File: src/rtl/axi_burst_master_pkg.sv
// Shared encodings, FSM state type and burst-legality helpers for the AXI4 burst master.
// Burst/response codes follow the AXI4 encodings used by the simulated RAM slave.
package axi_burst_master_pkg;

  localparam logic [1:0] BURST_INCR  = 2'b01;

  localparam logic [1:0] RESP_OKAY   = 2'b00;
  localparam logic [1:0] RESP_EXOKAY = 2'b01;
  localparam logic [1:0] RESP_SLVERR = 2'b10;
  localparam logic [1:0] RESP_DECERR = 2'b11;

  localparam logic [3:0] CACHE_DEFAULT = 4'b0011;
  localparam logic [2:0] PROT_DEFAULT  = 3'b000;

  typedef enum logic [2:0] {
    ST_IDLE,
    ST_AW,
    ST_W,
    ST_B,
    ST_AR,
    ST_R,
    ST_DONE
  } state_t;

  // True when a burst starting at page offset addr_lo with len+1 beats runs past the 4KB page.
  // 20 bits covers the worst case of 4095 + 256 beats * 128 bytes.
  function automatic logic crosses_4k(input logic [11:0] addr_lo,
                                      input logic [7:0]  len,
                                      input logic [7:0]  bytes_per_beat);
    logic [19:0] end_off;
    end_off = {8'd0, addr_lo} + ({12'd0, len} + 20'd1) * {12'd0, bytes_per_beat};
    return end_off > 20'd4096;
  endfunction

  function automatic logic [1:0] resp_max(input logic [1:0] a, input logic [1:0] b);
    return (a > b) ? a : b;
  endfunction

endpackage

File: src/rtl/axi_burst_master_if.sv
// AXI4 five-channel bus bundle between the burst master and an AXI4 slave.
interface axi_burst_master_if #(
  parameter int DATA_WIDTH = 32,
  parameter int ADDR_WIDTH = 32,
  parameter int STRB_WIDTH = DATA_WIDTH / 8,
  parameter int ID_WIDTH   = 8
);

  logic [ID_WIDTH-1:0]   awid;
  logic [ADDR_WIDTH-1:0] awaddr;
  logic [7:0]            awlen;
  logic [2:0]            awsize;
  logic [1:0]            awburst;
  logic                  awlock;
  logic [3:0]            awcache;
  logic [2:0]            awprot;
  logic                  awvalid;
  logic                  awready;

  logic [DATA_WIDTH-1:0] wdata;
  logic [STRB_WIDTH-1:0] wstrb;
  logic                  wlast;
  logic                  wvalid;
  logic                  wready;

  logic [ID_WIDTH-1:0]   bid;
  logic [1:0]            bresp;
  logic                  bvalid;
  logic                  bready;

  logic [ID_WIDTH-1:0]   arid;
  logic [ADDR_WIDTH-1:0] araddr;
  logic [7:0]            arlen;
  logic [2:0]            arsize;
  logic [1:0]            arburst;
  logic                  arlock;
  logic [3:0]            arcache;
  logic [2:0]            arprot;
  logic                  arvalid;
  logic                  arready;

  logic [ID_WIDTH-1:0]   rid;
  logic [DATA_WIDTH-1:0] rdata;
  logic [1:0]            rresp;
  logic                  rlast;
  logic                  rvalid;
  logic                  rready;

  modport master (
    output awid, awaddr, awlen, awsize, awburst, awlock, awcache, awprot, awvalid,
    input  awready,
    output wdata, wstrb, wlast, wvalid,
    input  wready,
    input  bid, bresp, bvalid,
    output bready,
    output arid, araddr, arlen, arsize, arburst, arlock, arcache, arprot, arvalid,
    input  arready,
    input  rid, rdata, rresp, rlast, rvalid,
    output rready
  );

  modport slave (
    input  awid, awaddr, awlen, awsize, awburst, awlock, awcache, awprot, awvalid,
    output awready,
    input  wdata, wstrb, wlast, wvalid,
    output wready,
    output bid, bresp, bvalid,
    input  bready,
    input  arid, araddr, arlen, arsize, arburst, arlock, arcache, arprot, arvalid,
    output arready,
    output rid, rdata, rresp, rlast, rvalid,
    input  rready
  );

endinterface

File: src/rtl/axi_burst_master_beat_counter.sv
// Remaining-beat counter for one burst: loaded with len (beats minus 1), counts down to 0.
module axi_burst_master_beat_counter (
  input  logic       clk,
  input  logic       rst,
  input  logic       load,
  input  logic [7:0] load_val,
  input  logic       dec,
  output logic [7:0] count,
  output logic       last
);

  // Holding at zero keeps a stray decrement from wrapping to 255.
  always_ff @(posedge clk) begin
    if (rst) begin
      count <= 8'd0;
    end else if (load) begin
      count <= load_val;
    end else if (dec && (count != 8'd0)) begin
      count <= count - 8'd1;
    end
  end

  assign last = (count == 8'd0);

endmodule

File: src/rtl/axi_burst_master.sv
// Single-outstanding AXI4 initiator: turns one command plus a write/read beat stream
// into an INCR burst and reports a completion record with the accumulated response.
module axi_burst_master
  import axi_burst_master_pkg::*;
#(
  parameter int DATA_WIDTH = 32,
  parameter int ADDR_WIDTH = 32,
  parameter int STRB_WIDTH = DATA_WIDTH / 8,
  parameter int ID_WIDTH   = 8
) (
  input  logic                  clk,
  input  logic                  rst,

  input  logic                  cmd_valid,
  output logic                  cmd_ready,
  input  logic                  cmd_write,
  input  logic [ADDR_WIDTH-1:0] cmd_addr,
  input  logic [7:0]            cmd_len,
  input  logic [ID_WIDTH-1:0]   cmd_id,

  input  logic [DATA_WIDTH-1:0] wr_data,
  input  logic [STRB_WIDTH-1:0] wr_strb,
  input  logic                  wr_valid,
  output logic                  wr_ready,

  output logic [DATA_WIDTH-1:0] rd_data,
  output logic                  rd_last,
  output logic                  rd_valid,
  input  logic                  rd_ready,

  output logic                  done_valid,
  input  logic                  done_ready,
  output logic                  done_write,
  output logic [1:0]            done_resp,

  axi_burst_master_if.master    m_axi
);

  localparam logic [2:0] AXI_SIZE   = 3'($clog2(STRB_WIDTH));
  localparam logic [7:0] BEAT_BYTES = 8'(STRB_WIDTH);

  state_t                state;
  state_t                state_nx;

  logic                  write_q;
  logic [ADDR_WIDTH-1:0] addr_q;
  logic [7:0]            len_q;
  logic [ID_WIDTH-1:0]   id_q;
  logic [1:0]            resp_acc;

  logic                  cmd_hs;
  logic                  cmd_cross;
  logic                  w_beat;
  logic                  r_beat;
  logic                  r_err;
  logic [7:0]            beat_cnt;
  logic                  beat_last;

  // The write response ID carries no information for a single-outstanding master.
  logic                  unused_bid;
  assign unused_bid = ^m_axi.bid;

  assign cmd_hs    = cmd_valid && (state == ST_IDLE);
  assign cmd_cross = crosses_4k(cmd_addr[11:0], cmd_len, BEAT_BYTES);
  assign w_beat    = (state == ST_W) && wr_valid && m_axi.wready;
  assign r_beat    = (state == ST_R) && m_axi.rvalid && rd_ready;
  assign r_err     = (m_axi.rid != id_q) || (m_axi.rlast != beat_last);

  axi_burst_master_beat_counter u_beat_counter (
    .clk      (clk),
    .rst      (rst),
    .load     (cmd_hs),
    .load_val (cmd_len),
    .dec      (w_beat || r_beat),
    .count    (beat_cnt),
    .last     (beat_last)
  );

  always_ff @(posedge clk) begin
    if (rst) begin
      state <= ST_IDLE;
    end else begin
      state <= state_nx;
    end
  end

  always_comb begin
    state_nx = state;
    case (state)
      ST_IDLE: begin
        if (cmd_valid) begin
          if (cmd_cross) begin
            state_nx = ST_DONE;
          end else if (cmd_write) begin
            state_nx = ST_AW;
          end else begin
            state_nx = ST_AR;
          end
        end
      end
      ST_AW:   if (m_axi.awready) state_nx = ST_W;
      ST_W:    if (w_beat && beat_last) state_nx = ST_B;
      ST_B:    if (m_axi.bvalid) state_nx = ST_DONE;
      ST_AR:   if (m_axi.arready) state_nx = ST_R;
      // A short burst (early rlast) and an overlong one both end here; r_err flags either.
      ST_R:    if (r_beat && (m_axi.rlast || beat_last)) state_nx = ST_DONE;
      ST_DONE: if (done_ready) state_nx = ST_IDLE;
      default: state_nx = ST_IDLE;
    endcase
  end

  // Command payload is only meaningful while the FSM is busy, so it needs no reset.
  always_ff @(posedge clk) begin
    if (cmd_hs) begin
      addr_q <= cmd_addr;
      len_q  <= cmd_len;
      id_q   <= cmd_id;
    end
  end

  always_ff @(posedge clk) begin
    if (rst) begin
      write_q  <= 1'b0;
      resp_acc <= RESP_OKAY;
    end else if (cmd_hs) begin
      write_q  <= cmd_write;
      resp_acc <= cmd_cross ? RESP_SLVERR : RESP_OKAY;
    end else if ((state == ST_B) && m_axi.bvalid) begin
      resp_acc <= m_axi.bresp;
    end else if (r_beat) begin
      resp_acc <= r_err ? RESP_SLVERR : resp_max(resp_acc, m_axi.rresp);
    end
  end

  always_comb begin
    cmd_ready     = (state == ST_IDLE);

    m_axi.awid    = id_q;
    m_axi.awaddr  = addr_q;
    m_axi.awlen   = len_q;
    m_axi.awsize  = AXI_SIZE;
    m_axi.awburst = BURST_INCR;
    m_axi.awlock  = 1'b0;
    m_axi.awcache = CACHE_DEFAULT;
    m_axi.awprot  = PROT_DEFAULT;
    m_axi.awvalid = (state == ST_AW);

    m_axi.wdata   = wr_data;
    m_axi.wstrb   = wr_strb;
    m_axi.wlast   = beat_last;
    m_axi.wvalid  = (state == ST_W) && wr_valid;
    wr_ready      = (state == ST_W) && m_axi.wready;

    m_axi.bready  = (state == ST_B);

    m_axi.arid    = id_q;
    m_axi.araddr  = addr_q;
    m_axi.arlen   = len_q;
    m_axi.arsize  = AXI_SIZE;
    m_axi.arburst = BURST_INCR;
    m_axi.arlock  = 1'b0;
    m_axi.arcache = CACHE_DEFAULT;
    m_axi.arprot  = PROT_DEFAULT;
    m_axi.arvalid = (state == ST_AR);

    m_axi.rready  = (state == ST_R) && rd_ready;
    rd_valid      = (state == ST_R) && m_axi.rvalid;
    rd_data       = m_axi.rdata;
    rd_last       = m_axi.rlast;

    done_valid    = (state == ST_DONE);
    done_write    = write_q;
    done_resp     = resp_acc;
  end

endmodule

File: src/flat_wrapper.sv
// flat-port wrapper written by rule: the top's interface ports become plain ports
module axi_burst_master_flat import axi_burst_master_pkg::*;
#(
  parameter int DATA_WIDTH = 32,
  parameter int ADDR_WIDTH = 32,
  parameter int STRB_WIDTH = DATA_WIDTH / 8,
  parameter int ID_WIDTH   = 8
)
  (clk, rst, cmd_valid, cmd_ready, cmd_write, cmd_addr, cmd_len, cmd_id, wr_data, wr_strb, wr_valid, wr_ready, rd_data, rd_last, rd_valid, rd_ready, done_valid, done_ready, done_write, done_resp, m_axi_awid, m_axi_awaddr, m_axi_awlen, m_axi_awsize, m_axi_awburst, m_axi_awlock, m_axi_awcache, m_axi_awprot, m_axi_awvalid, m_axi_awready, m_axi_wdata, m_axi_wstrb, m_axi_wlast, m_axi_wvalid, m_axi_wready, m_axi_bid, m_axi_bresp, m_axi_bvalid, m_axi_bready, m_axi_arid, m_axi_araddr, m_axi_arlen, m_axi_arsize, m_axi_arburst, m_axi_arlock, m_axi_arcache, m_axi_arprot, m_axi_arvalid, m_axi_arready, m_axi_rid, m_axi_rdata, m_axi_rresp, m_axi_rlast, m_axi_rvalid, m_axi_rready);
  axi_burst_master_if #(.DATA_WIDTH(DATA_WIDTH), .ADDR_WIDTH(ADDR_WIDTH), .STRB_WIDTH(STRB_WIDTH), .ID_WIDTH(ID_WIDTH)) m_axi_i ();
  input  logic clk;
  input  logic rst;
  input  logic cmd_valid;
  output logic cmd_ready;
  input  logic cmd_write;
  input  logic [ADDR_WIDTH-1:0] cmd_addr;
  input  logic [7:0] cmd_len;
  input  logic [ID_WIDTH-1:0] cmd_id;
  input  logic [DATA_WIDTH-1:0] wr_data;
  input  logic [STRB_WIDTH-1:0] wr_strb;
  input  logic wr_valid;
  output logic wr_ready;
  output logic [DATA_WIDTH-1:0] rd_data;
  output logic rd_last;
  output logic rd_valid;
  input  logic rd_ready;
  output logic done_valid;
  input  logic done_ready;
  output logic done_write;
  output logic [1:0] done_resp;
  output wire logic [$bits(m_axi_i.awid)-1:0] m_axi_awid;
  output wire logic [$bits(m_axi_i.awaddr)-1:0] m_axi_awaddr;
  output wire logic [$bits(m_axi_i.awlen)-1:0] m_axi_awlen;
  output wire logic [$bits(m_axi_i.awsize)-1:0] m_axi_awsize;
  output wire logic [$bits(m_axi_i.awburst)-1:0] m_axi_awburst;
  output wire logic [$bits(m_axi_i.awlock)-1:0] m_axi_awlock;
  output wire logic [$bits(m_axi_i.awcache)-1:0] m_axi_awcache;
  output wire logic [$bits(m_axi_i.awprot)-1:0] m_axi_awprot;
  output wire logic [$bits(m_axi_i.awvalid)-1:0] m_axi_awvalid;
  input wire logic [$bits(m_axi_i.awready)-1:0] m_axi_awready;
  output wire logic [$bits(m_axi_i.wdata)-1:0] m_axi_wdata;
  output wire logic [$bits(m_axi_i.wstrb)-1:0] m_axi_wstrb;
  output wire logic [$bits(m_axi_i.wlast)-1:0] m_axi_wlast;
  output wire logic [$bits(m_axi_i.wvalid)-1:0] m_axi_wvalid;
  input wire logic [$bits(m_axi_i.wready)-1:0] m_axi_wready;
  input wire logic [$bits(m_axi_i.bid)-1:0] m_axi_bid;
  input wire logic [$bits(m_axi_i.bresp)-1:0] m_axi_bresp;
  input wire logic [$bits(m_axi_i.bvalid)-1:0] m_axi_bvalid;
  output wire logic [$bits(m_axi_i.bready)-1:0] m_axi_bready;
  output wire logic [$bits(m_axi_i.arid)-1:0] m_axi_arid;
  output wire logic [$bits(m_axi_i.araddr)-1:0] m_axi_araddr;
  output wire logic [$bits(m_axi_i.arlen)-1:0] m_axi_arlen;
  output wire logic [$bits(m_axi_i.arsize)-1:0] m_axi_arsize;
  output wire logic [$bits(m_axi_i.arburst)-1:0] m_axi_arburst;
  output wire logic [$bits(m_axi_i.arlock)-1:0] m_axi_arlock;
  output wire logic [$bits(m_axi_i.arcache)-1:0] m_axi_arcache;
  output wire logic [$bits(m_axi_i.arprot)-1:0] m_axi_arprot;
  output wire logic [$bits(m_axi_i.arvalid)-1:0] m_axi_arvalid;
  input wire logic [$bits(m_axi_i.arready)-1:0] m_axi_arready;
  input wire logic [$bits(m_axi_i.rid)-1:0] m_axi_rid;
  input wire logic [$bits(m_axi_i.rdata)-1:0] m_axi_rdata;
  input wire logic [$bits(m_axi_i.rresp)-1:0] m_axi_rresp;
  input wire logic [$bits(m_axi_i.rlast)-1:0] m_axi_rlast;
  input wire logic [$bits(m_axi_i.rvalid)-1:0] m_axi_rvalid;
  output wire logic [$bits(m_axi_i.rready)-1:0] m_axi_rready;
  assign m_axi_awid = m_axi_i.awid;
  assign m_axi_awaddr = m_axi_i.awaddr;
  assign m_axi_awlen = m_axi_i.awlen;
  assign m_axi_awsize = m_axi_i.awsize;
  assign m_axi_awburst = m_axi_i.awburst;
  assign m_axi_awlock = m_axi_i.awlock;
  assign m_axi_awcache = m_axi_i.awcache;
  assign m_axi_awprot = m_axi_i.awprot;
  assign m_axi_awvalid = m_axi_i.awvalid;
  assign m_axi_i.awready = m_axi_awready;
  assign m_axi_wdata = m_axi_i.wdata;
  assign m_axi_wstrb = m_axi_i.wstrb;
  assign m_axi_wlast = m_axi_i.wlast;
  assign m_axi_wvalid = m_axi_i.wvalid;
  assign m_axi_i.wready = m_axi_wready;
  assign m_axi_i.bid = m_axi_bid;
  assign m_axi_i.bresp = m_axi_bresp;
  assign m_axi_i.bvalid = m_axi_bvalid;
  assign m_axi_bready = m_axi_i.bready;
  assign m_axi_arid = m_axi_i.arid;
  assign m_axi_araddr = m_axi_i.araddr;
  assign m_axi_arlen = m_axi_i.arlen;
  assign m_axi_arsize = m_axi_i.arsize;
  assign m_axi_arburst = m_axi_i.arburst;
  assign m_axi_arlock = m_axi_i.arlock;
  assign m_axi_arcache = m_axi_i.arcache;
  assign m_axi_arprot = m_axi_i.arprot;
  assign m_axi_arvalid = m_axi_i.arvalid;
  assign m_axi_i.arready = m_axi_arready;
  assign m_axi_i.rid = m_axi_rid;
  assign m_axi_i.rdata = m_axi_rdata;
  assign m_axi_i.rresp = m_axi_rresp;
  assign m_axi_i.rlast = m_axi_rlast;
  assign m_axi_i.rvalid = m_axi_rvalid;
  assign m_axi_rready = m_axi_i.rready;
  axi_burst_master #(.DATA_WIDTH(DATA_WIDTH), .ADDR_WIDTH(ADDR_WIDTH), .STRB_WIDTH(STRB_WIDTH), .ID_WIDTH(ID_WIDTH)) u_core (.clk(clk), .rst(rst), .cmd_valid(cmd_valid), .cmd_ready(cmd_ready), .cmd_write(cmd_write), .cmd_addr(cmd_addr), .cmd_len(cmd_len), .cmd_id(cmd_id), .wr_data(wr_data), .wr_strb(wr_strb), .wr_valid(wr_valid), .wr_ready(wr_ready), .rd_data(rd_data), .rd_last(rd_last), .rd_valid(rd_valid), .rd_ready(rd_ready), .done_valid(done_valid), .done_ready(done_ready), .done_write(done_write), .done_resp(done_resp), .m_axi(m_axi_i));
endmodule
File: config.mk
export PLATFORM = sky130hd
export DESIGN_NAME = axi_burst_master_flat
export DESIGN_NICKNAME = d
export VERILOG_FILES = /design/src/rtl/axi_burst_master_pkg.sv /design/src/rtl/axi_burst_master_if.sv /design/src/rtl/axi_burst_master_beat_counter.sv /design/src/rtl/axi_burst_master.sv /design/src/flat_wrapper.sv
export SDC_FILE = /design/constraint.sdc
export NUM_CORES = 1
export LEC_CHECK = 0
export BUFFER_PORTS_ARGS = -buffer_cell sky130_fd_sc_hd__clkbuf_2
export CAP_MARGIN = 40
export CORE_AREA = 2 2 138 140
export DETAILED_ROUTE_END_ITERATION = 7
export DIE_AREA = 0 0 140 142
export SLEW_MARGIN = 20
export SYNTH_ARGS = -nofsm -noshare
export SYNTH_HDL_FRONTEND = slang
export SYNTH_SLANG_ARGS = --single-unit
File: constraint.sdc
create_clock -name clk -period 8.8 [get_ports clk]
set_input_delay 0.88 -clock clk [delete_from_list [all_inputs] [get_ports clk]]
set_output_delay 0.88 -clock clk [all_outputs]
set_load 0.01 [all_outputs]
==> results of run 1 <==
==> cell type report <==
cell class | instances | area, um2 | area share, %
Clock inverter | 7 | 88.8 | 1.89
Timing Repair Buffer | 183 | 918 | 19.5
Tap cell | 234 | 293 | 6.22
Sequential cell | 62 | 1720 | 36.6
Inverter | 14 | 52.6 | 1.12
Multi-Input combinational cell | 212 | 1410 | 29.9
Clock buffer | 9 | 225 | 4.78
==> cells by family after synthesis <==
logic type	after synthesis
AOI/OAI and AO/OA	63
xor gates and xnor gates	17
adders and majority gates	17
buffers and inverters	165
DFF	62
muxes	3
other	2
and+or+nand+nor	86
==> through the flow <==
step | util, % | std cells | hold slack, ns | setup slack [ns]
after floorplan | - | 439 | 0.459 | 5.58
after global placement | 23.8 | 705 | 0.463 | 4.99
after detailed placement | 23.8 | 705 | 0.462 | 4.99
after CTS | 25.5 | 721 | 0.475 | 5.36
after global routing | 25.5 | 721 | 0.492 | 5.15
final | 25.5 | 721 | 0.472 | 5.43
==> cell usage in the layout, fill, tap and decap left out, types with 5 or more instances in the layout <==
| master | netlist | routed |
|---|---|---|
| clkbuf_2 | 0 | 182 |
| edfxtp_1 | 48 | 48 |
| nor2_1 | 26 | 26 |
| conb_1 | 2 | 26 |
| ha_1 | 16 | 16 |
| nand2_1 | 15 | 15 |
| o21ai_0 | 14 | 14 |
| dfxtp_1 | 14 | 14 |
| inv_1 | 14 | 13 |
| xnor2_1 | 12 | 12 |
| a21oi_1 | 12 | 12 |
| clkbuf_16 | 0 | 9 |
| nor3_1 | 7 | 7 |
| nor4_1 | 7 | 7 |
| nand3_1 | 6 | 6 |
| xor2_1 | 5 | 5 |
| a221oi_1 | 5 | 5 |
==> path summary, 6_finish.rpt <==
kind / start / endpoint / slack [ns] / cells after the start
worst max-delay path: cmd_len[0] / u_core.done_resp[1] / 5.43 / 11
worst min-delay path: u_core.done_write / u_core.done_write / 0.47 / 2
worst max register to register: u_core.u_beat_counter.count[4] / u_core.state[0] / 5.88 / 9
worst min register to register: u_core.done_write / u_core.done_write / 0.47 / 2
==> routing by layer <==
layer  vias to the layer above  global-route usage (%)  routed length [um]
met4                         0                    4.63                 184
li1                       1428                       -                   -
met1                      1372                    13.2                4710
met2                       171                    15.1                4730
met3                        20                    4.31                 852
met5                         -                       0                   0
==> worst max-delay path, delay by kind of cell <==
kind                     cells  cell delay [ns]
AO/OA/AOI/OAI                4             1.21
XOR/XNOR                     1             0.21
adder cells (fa/ha/maj)      2             0.56
buffers and inverters        1             0.16
AND/OR/NAND/NOR              3             0.55
==> state kept, by name, indices dropped and copies added, names as in the netlist <==
| register | cells |
|---|---|
| u_core.m_axi.arlen | 8 |
| u_core.done_write | 1 |
| u_core.u_beat_counter.count | 8 |
| u_core.done_resp | 2 |
| u_core.m_axi.araddr | 32 |
| u_core.m_axi.arid | 8 |
| u_core.state | 3 |
==> where the power goes <==
part           leakage, nW  switching (mW)  internal (mW)
registers            0.568          0.0640          0.415
logic                 1.37           0.283          0.185
clock network        0.150           0.138          0.246
==> results.txt, run 1 <==
----------------------------------------------------
[STA]
  Fin Clk Skew ... 0.00629 ns
  Count of pins over their slew limit ... 0
  Unrepaired setup endpoints after global routing ... no
  Final hold vios ... 0
  Shortest clock period the worst path allows after layout ... 3.37 ns
  Maximum clock frequency ... 296 MHz
  Worst-margin pin slew ... 0.658 ns
  Final setup vio count ... 0
  Setup_tns ... 0 ns
  Period utilization ... 38.4%
  Worst slew margin relative to its limit ... between 50% and 60%

[Global routing]
  Via count of the first global-routing pass ... approximately 2,700
  Overall fraction of global-route tracks in use ... between 10% and 20%
  Global-route wire length before repair ... 15.4 mm
  Antenna violations before repair ... 0
  Pin count of the biggest net entering global routing ... 40
  Grt total ovfl ... 0

[Pwr]
  Worst VDD drop ... 0.103 mV
  Post-layout total power ... approximately 1.3 mW
  Leakage component of the power ... ~2.1 nW
  Ratio of total power to cell area ... 283 mW/mm2

[Yosys]
  Most used flip-flop cell after synthesis ... edfxtp_1
  Synthesized cell area ... 0.00422 mm2
  Number of distinct library cell variants in the gate-level netlist after synthesis ... 58
  Largest family of logic cells by synthesized area ... buffers and inverters
  Simple-gate share of the synthesized area ... 10.6%
  Gate count of the mapped netlist ... 415
  Area contributors post-synth ... edfxtp_1, buf_4, dfxtp_1
  Count of flip-flops with a built-in enable after synthesis ... 48
  Fraction of the mapped netlist area in compound gates ... 11.0%
  YS warnings ... 0
  Area share of fa/ha/maj cells after synthesis ... 5.22%
  Async S/R FF share, synth ... 0%
  Fraction of synthesized cell area taken by the top area cell type ... 34.2%
  Cell type contributing the most total cell area after synthesis ... edfxtp_1
  Flops & latches, synth ... 62
  Post-synthesis mux area share ... 0.772%
  Cell with the most instances after synthesis ... buf_4
  Fraction of synthesized cell area in xor and xnor cells ... 3.53%
  Share of synthesized area occupied by flip-flops and latches ... 40.8%
  Most instantiated cells after synthesis ... buf_4, edfxtp_1, nor2_1
  Mean instance size in the synthesized netlist ... just over 10 um2

[Placed design]
  HPWL after detailed placement ... 8.24 mm
  Count of buffers from port buffering ... about 180
  Routability congestion estimate from global placement ... 0.745
  DP Area ... 0.00440 mm2

[Clocking]
  H-tree level count ... 3
  Count of instances resized after the clock tree is built ... 0
  Clock tree from TritonCTS ... yes
  Clock slew at the register clock pins of the worst setup and hold paths ... 0.06 ns
  Worst skew pair latency ... 0.33 ns
  Setup fix buffers added after clock tree synthesis ... 0
  TritonCTS sink count ... 62
  Number of buffers created by CTS ... 9
  Clk root buf ... clkbuf_16
  CTS max path bufs ... 2
  Hold-fix buffer count after cts ... 0

[Setup path]
  Worst Setup Start Kind ... input pin
  Arrival time reported for the critical path endpoint ... roughly 3.6 ns
  Chain of cells forming the critical path ... clkbuf_2 -> ha_1 -> nand3_1 -> xnor2_1 -> ha_1 -> a211oi_1 -> nor2_1 -> or3_1 -> a32o_1 -> o41ai_2 -> a221oi_1
  Cell with the largest stage delay on the worst path ... o41ai_2
  Most common cell on crit path ... ha_1
  WS Path Type ... in -> reg
  Critical Path Sink Type ... register
  CP peak stage delay ... 0.53 ns
  Largest fanout on the critical path ... 8
  Required arrival time at the worst endpoint ... approximately 9 ns

[Die]
  Area of the die ... 0.0199 mm2
  Top Ports ... 353
  Die height ... 142 um
  Num rows ... 50
  Starting density of the core ... 22.8%
  Die Span X ... roughly 140 um
  Placeable Area ... 0.0185 mm2

[Drt]
  First drt pass iteration count ... 8
  Number of DRC violations after detailed-routing iteration 0 ... 172
  Remaining antenna violation count ... 0
  Drt wl/cell ... 14.5 um
  Detailed-route wire length ... 10.5 mm
  Number of DRC violations after detailed routing ... 20
  Total via count in the routed design ... 2,991
  Avg Vias per Cell ... between 4 and 5

[Cells and area]
  Fraction of layout instances using a drive strength above 1 ... a little over two fifths
  Filler cell count ... 1,974
  Antenna diodes ... 0
  Post-layout nets ... 648
  Layout Area Growth over Synthesis ... 11.7%
  Final instance area ... 0.00471 mm2

[Status]
  Violations in the final reports ... design-rule violations
  Outcome ... finished, violations left

[Run]
  # Max-Cap Violations ... 0

[Hold path]
  Type of the most critical hold path ... reg -> reg

----------------------------------------------------
Power figures use the tool's default switching activity.
==> run 2, diff against run 1 <==
--- a/config.mk
+++ b/config.mk
@@ -5,11 +5,12 @@
 export SDC_FILE = /design/constraint.sdc
 export NUM_CORES = 1
 export LEC_CHECK = 0
+export ABC_AREA = 1
 export BUFFER_PORTS_ARGS = -buffer_cell sky130_fd_sc_hd__clkbuf_2
 export CAP_MARGIN = 40
-export CORE_AREA = 2 2 138 140
+export CORE_AREA = 2 2 135 137
 export DETAILED_ROUTE_END_ITERATION = 7
-export DIE_AREA = 0 0 140 142
+export DIE_AREA = 0 0 137 139
 export SLEW_MARGIN = 20
 export SYNTH_ARGS = -nofsm -noshare
 export SYNTH_HDL_FRONTEND = slang
==> constraint.sdc (replaced) <==
create_clock -name clk -period 3.51 [get_ports clk]
set_input_delay 0.351 -clock clk [delete_from_list [all_inputs] [get_ports clk]]
set_output_delay 0.351 -clock clk [all_outputs]
set_load 0.01 [all_outputs]
==> results.txt, run 2 <==
----------------------------------------------------
[Status]
  Outcome ... finished, final reports clean

[Die]
  Die Span X ... 137 um
  Num rows ... between 40 and 50
  Die height ... 139 um
  Top Ports ... 353
  Placeable Area ... 0.0177 mm2
  Area of the die ... 0.0190 mm2
  Starting density of the core ... 24.5%

[Drt]
  Number of DRC violations after detailed-routing iteration 0 ... 115
  Detailed-route wire length ... 10.2 mm
  First drt pass iteration count ... 4
  Total via count in the routed design ... 3,141
  Avg Vias per Cell ... 3.93
  Number of DRC violations after detailed routing ... 0
  Remaining antenna violation count ... 0
  Drt wl/cell ... 12.7 um

[STA]
  Count of pins over their slew limit ... 0
  Unrepaired setup endpoints after global routing ... no
  Final setup vio count ... 0
  Final hold vios ... 0
  Setup_tns ... 0 ns
  Fin Clk Skew ... 0.00841 ns
  Shortest clock period the worst path allows after layout ... around 2.6 ns
  Period utilization ... 72.8%
  Hold Worst Slack ... 0.190 ns
  Maximum clock frequency ... 391 MHz

[Cells and area]
  Antenna diodes ... 0
  Most used cells in the layout excluding fill and tap cells ... clkbuf_2, nand2_1, edfxtp_1
  Fraction of layout instances using a drive strength above 1 ... 38.2%
  Layout Area Growth over Synthesis ... 12.6%
  Max reg flops ... 32
  Final std cells w/o fill ... 800
  Most frequent standard cell in the layout excluding fill and tap cells ... clkbuf_2
  Post-layout nets ... about 730

[Yosys]
  Async S/R FF share, synth ... 0%
  Area contributors post-synth ... edfxtp_1, buf_4, nand2_1
  Most instantiated cells after synthesis ... buf_4, nand2_1, edfxtp_1
  Synthesized cell area ... 0.00433 mm2
  Count of flip-flops with a built-in enable after synthesis ... 48
  Gate count of the mapped netlist ... 493
  Mean instance size in the synthesized netlist ... between 8 and 9 um2
  Share of synthesized area occupied by flip-flops and latches ... 39.7%
  YS warnings ... 0
  Most used flip-flop cell after synthesis ... edfxtp_1
  Fraction of synthesized cell area taken by the top area cell type ... 33.3%
  Cell with the most instances after synthesis ... buf_4
  Number of distinct library cell variants in the gate-level netlist after synthesis ... 35
  Flops & latches, synth ... 62
  Cell type contributing the most total cell area after synthesis ... edfxtp_1

[Setup path]
  Largest fanout on the critical path ... 5
  Worst Setup Start Kind ... input pin
  Arrival time reported for the critical path endpoint ... 2.82 ns
  Required arrival time at the worst endpoint ... 3.77 ns
  WS Path Type ... in -> reg
  Critical Path Sink Type ... register

[Clocking]
  Clock slew at the register clock pins of the worst setup and hold paths ... 0.06 ns
  H-tree level count ... 3
  Count of instances resized after the clock tree is built ... 0
  Setup fix buffers added after clock tree synthesis ... 0
  CTS max path bufs ... 2
  Clk root buf ... clkbuf_16
  Number of buffers created by CTS ... 9
  Hold-fix buffer count after cts ... 0
  Worst skew pair latency ... 0.34 ns
  Clock tree from TritonCTS ... yes
  TritonCTS sink count ... 62

[Run]
  # Max-Cap Violations ... 0

[Pwr]
  Ratio of total power to cell area ... around 700 mW/mm2
  Post-layout total power ... 3.39 mW
  Leakage component of the power ... 2.36 nW
  Worst VDD drop ... 0.264 mV

[Global routing]
  Overall fraction of global-route tracks in use ... between 10% and 20%
  Pin count of the biggest net entering global routing ... 27
  Global-route wire length before repair ... 15.0 mm
  Grt total ovfl ... 0
  Antenna violations before repair ... 0
  Via count of the first global-routing pass ... about 2,900

[Placed design]
  HPWL after detailed placement ... 8.12 mm
  Routability congestion estimate from global placement ... just over 0.8
  Cell count after placement ... 784
  Count of buffers from port buffering ... 182

[Hold path]
  Type of the most critical hold path ... in -> reg

----------------------------------------------------
[run 2: kinds of logic after synthesis]
family                     share of synthesized area [%]
buffers and inverters                               29.5
and+or+nand+nor                                     16.6
DFF                                                 39.7
AOI/OAI and AO/OA                                   5.06
xor gates and xnor gates                            3.84
adders and majority gates                           5.08
other                                              0.173
[run 2: critical path: stages]
cell and delay (ns):
clkbuf_2 0.13, ha_1 0.20, nand3_1 0.12, nand3b_1 0.22, xor2_1 0.15, inv_1 0.06
ha_1 0.35, nand2_1 0.12, nor2_1 0.15, nand3_1 0.09, nand3_1 0.09, nand3_1 0.07
nor2_1 0.10, nand3_1 0.07, nand2_1 0.20, nand3_1 0.11, nand2_1 0.08, nand2_1 0.04
a21oi_1 0.11
[run 2: path summary, 6_finish.rpt]
kind	startpoint	to	slack, ns	cells past startpoint
min reg2reg	u_core.done_resp[0]	u_core.done_resp[0]	0.48	2
min	cmd_addr[28]	u_core.m_axi.araddr[28]	0.19	1
max	cmd_len[1]	u_core.state[0]	0.95	19
max reg2reg	u_core.u_beat_counter.count[0]	u_core.done_resp[1]	1.10	12
[run 2: metrics by stage]
step	setup WS (ns)	instance area [um2]	utilization, %
floorplan	0.617	4420	-
global placement	0.658	4550	25.8
global route	0.579	4880	27.6
finish	0.954	4880	27.6
CTS	0.937	4880	27.6
detailed placement	0.606	4550	25.8
[run 2: layout make-up]
cell class,instances,area [um2]
timing repair buffer,184,926
tap,229,287
sequential,62,1720
clock inverter,7,97.6
fill,1896,12800
multi-input combinational,258,1430
clock buffer,9,225
inverter,51,191
[run 2: metal layers]
layer	global-route usage [%]	up-vias	share of wire, %	routed length [um]
met2	17.1	141	48	4940
met1	12.2	1413	42	4240
met4	5.97	0	2.3	238
li1	-	1570	-	-
met3	3.14	17	7.6	771
met5	0	-	0	0
[run 2: report_power, final]
group	switching (mW)	internal, mW	total [mW]
clock	0.353	0.624	0.977
sequential	0.138	1.03	1.17
combinational	0.792	0.457	1.25
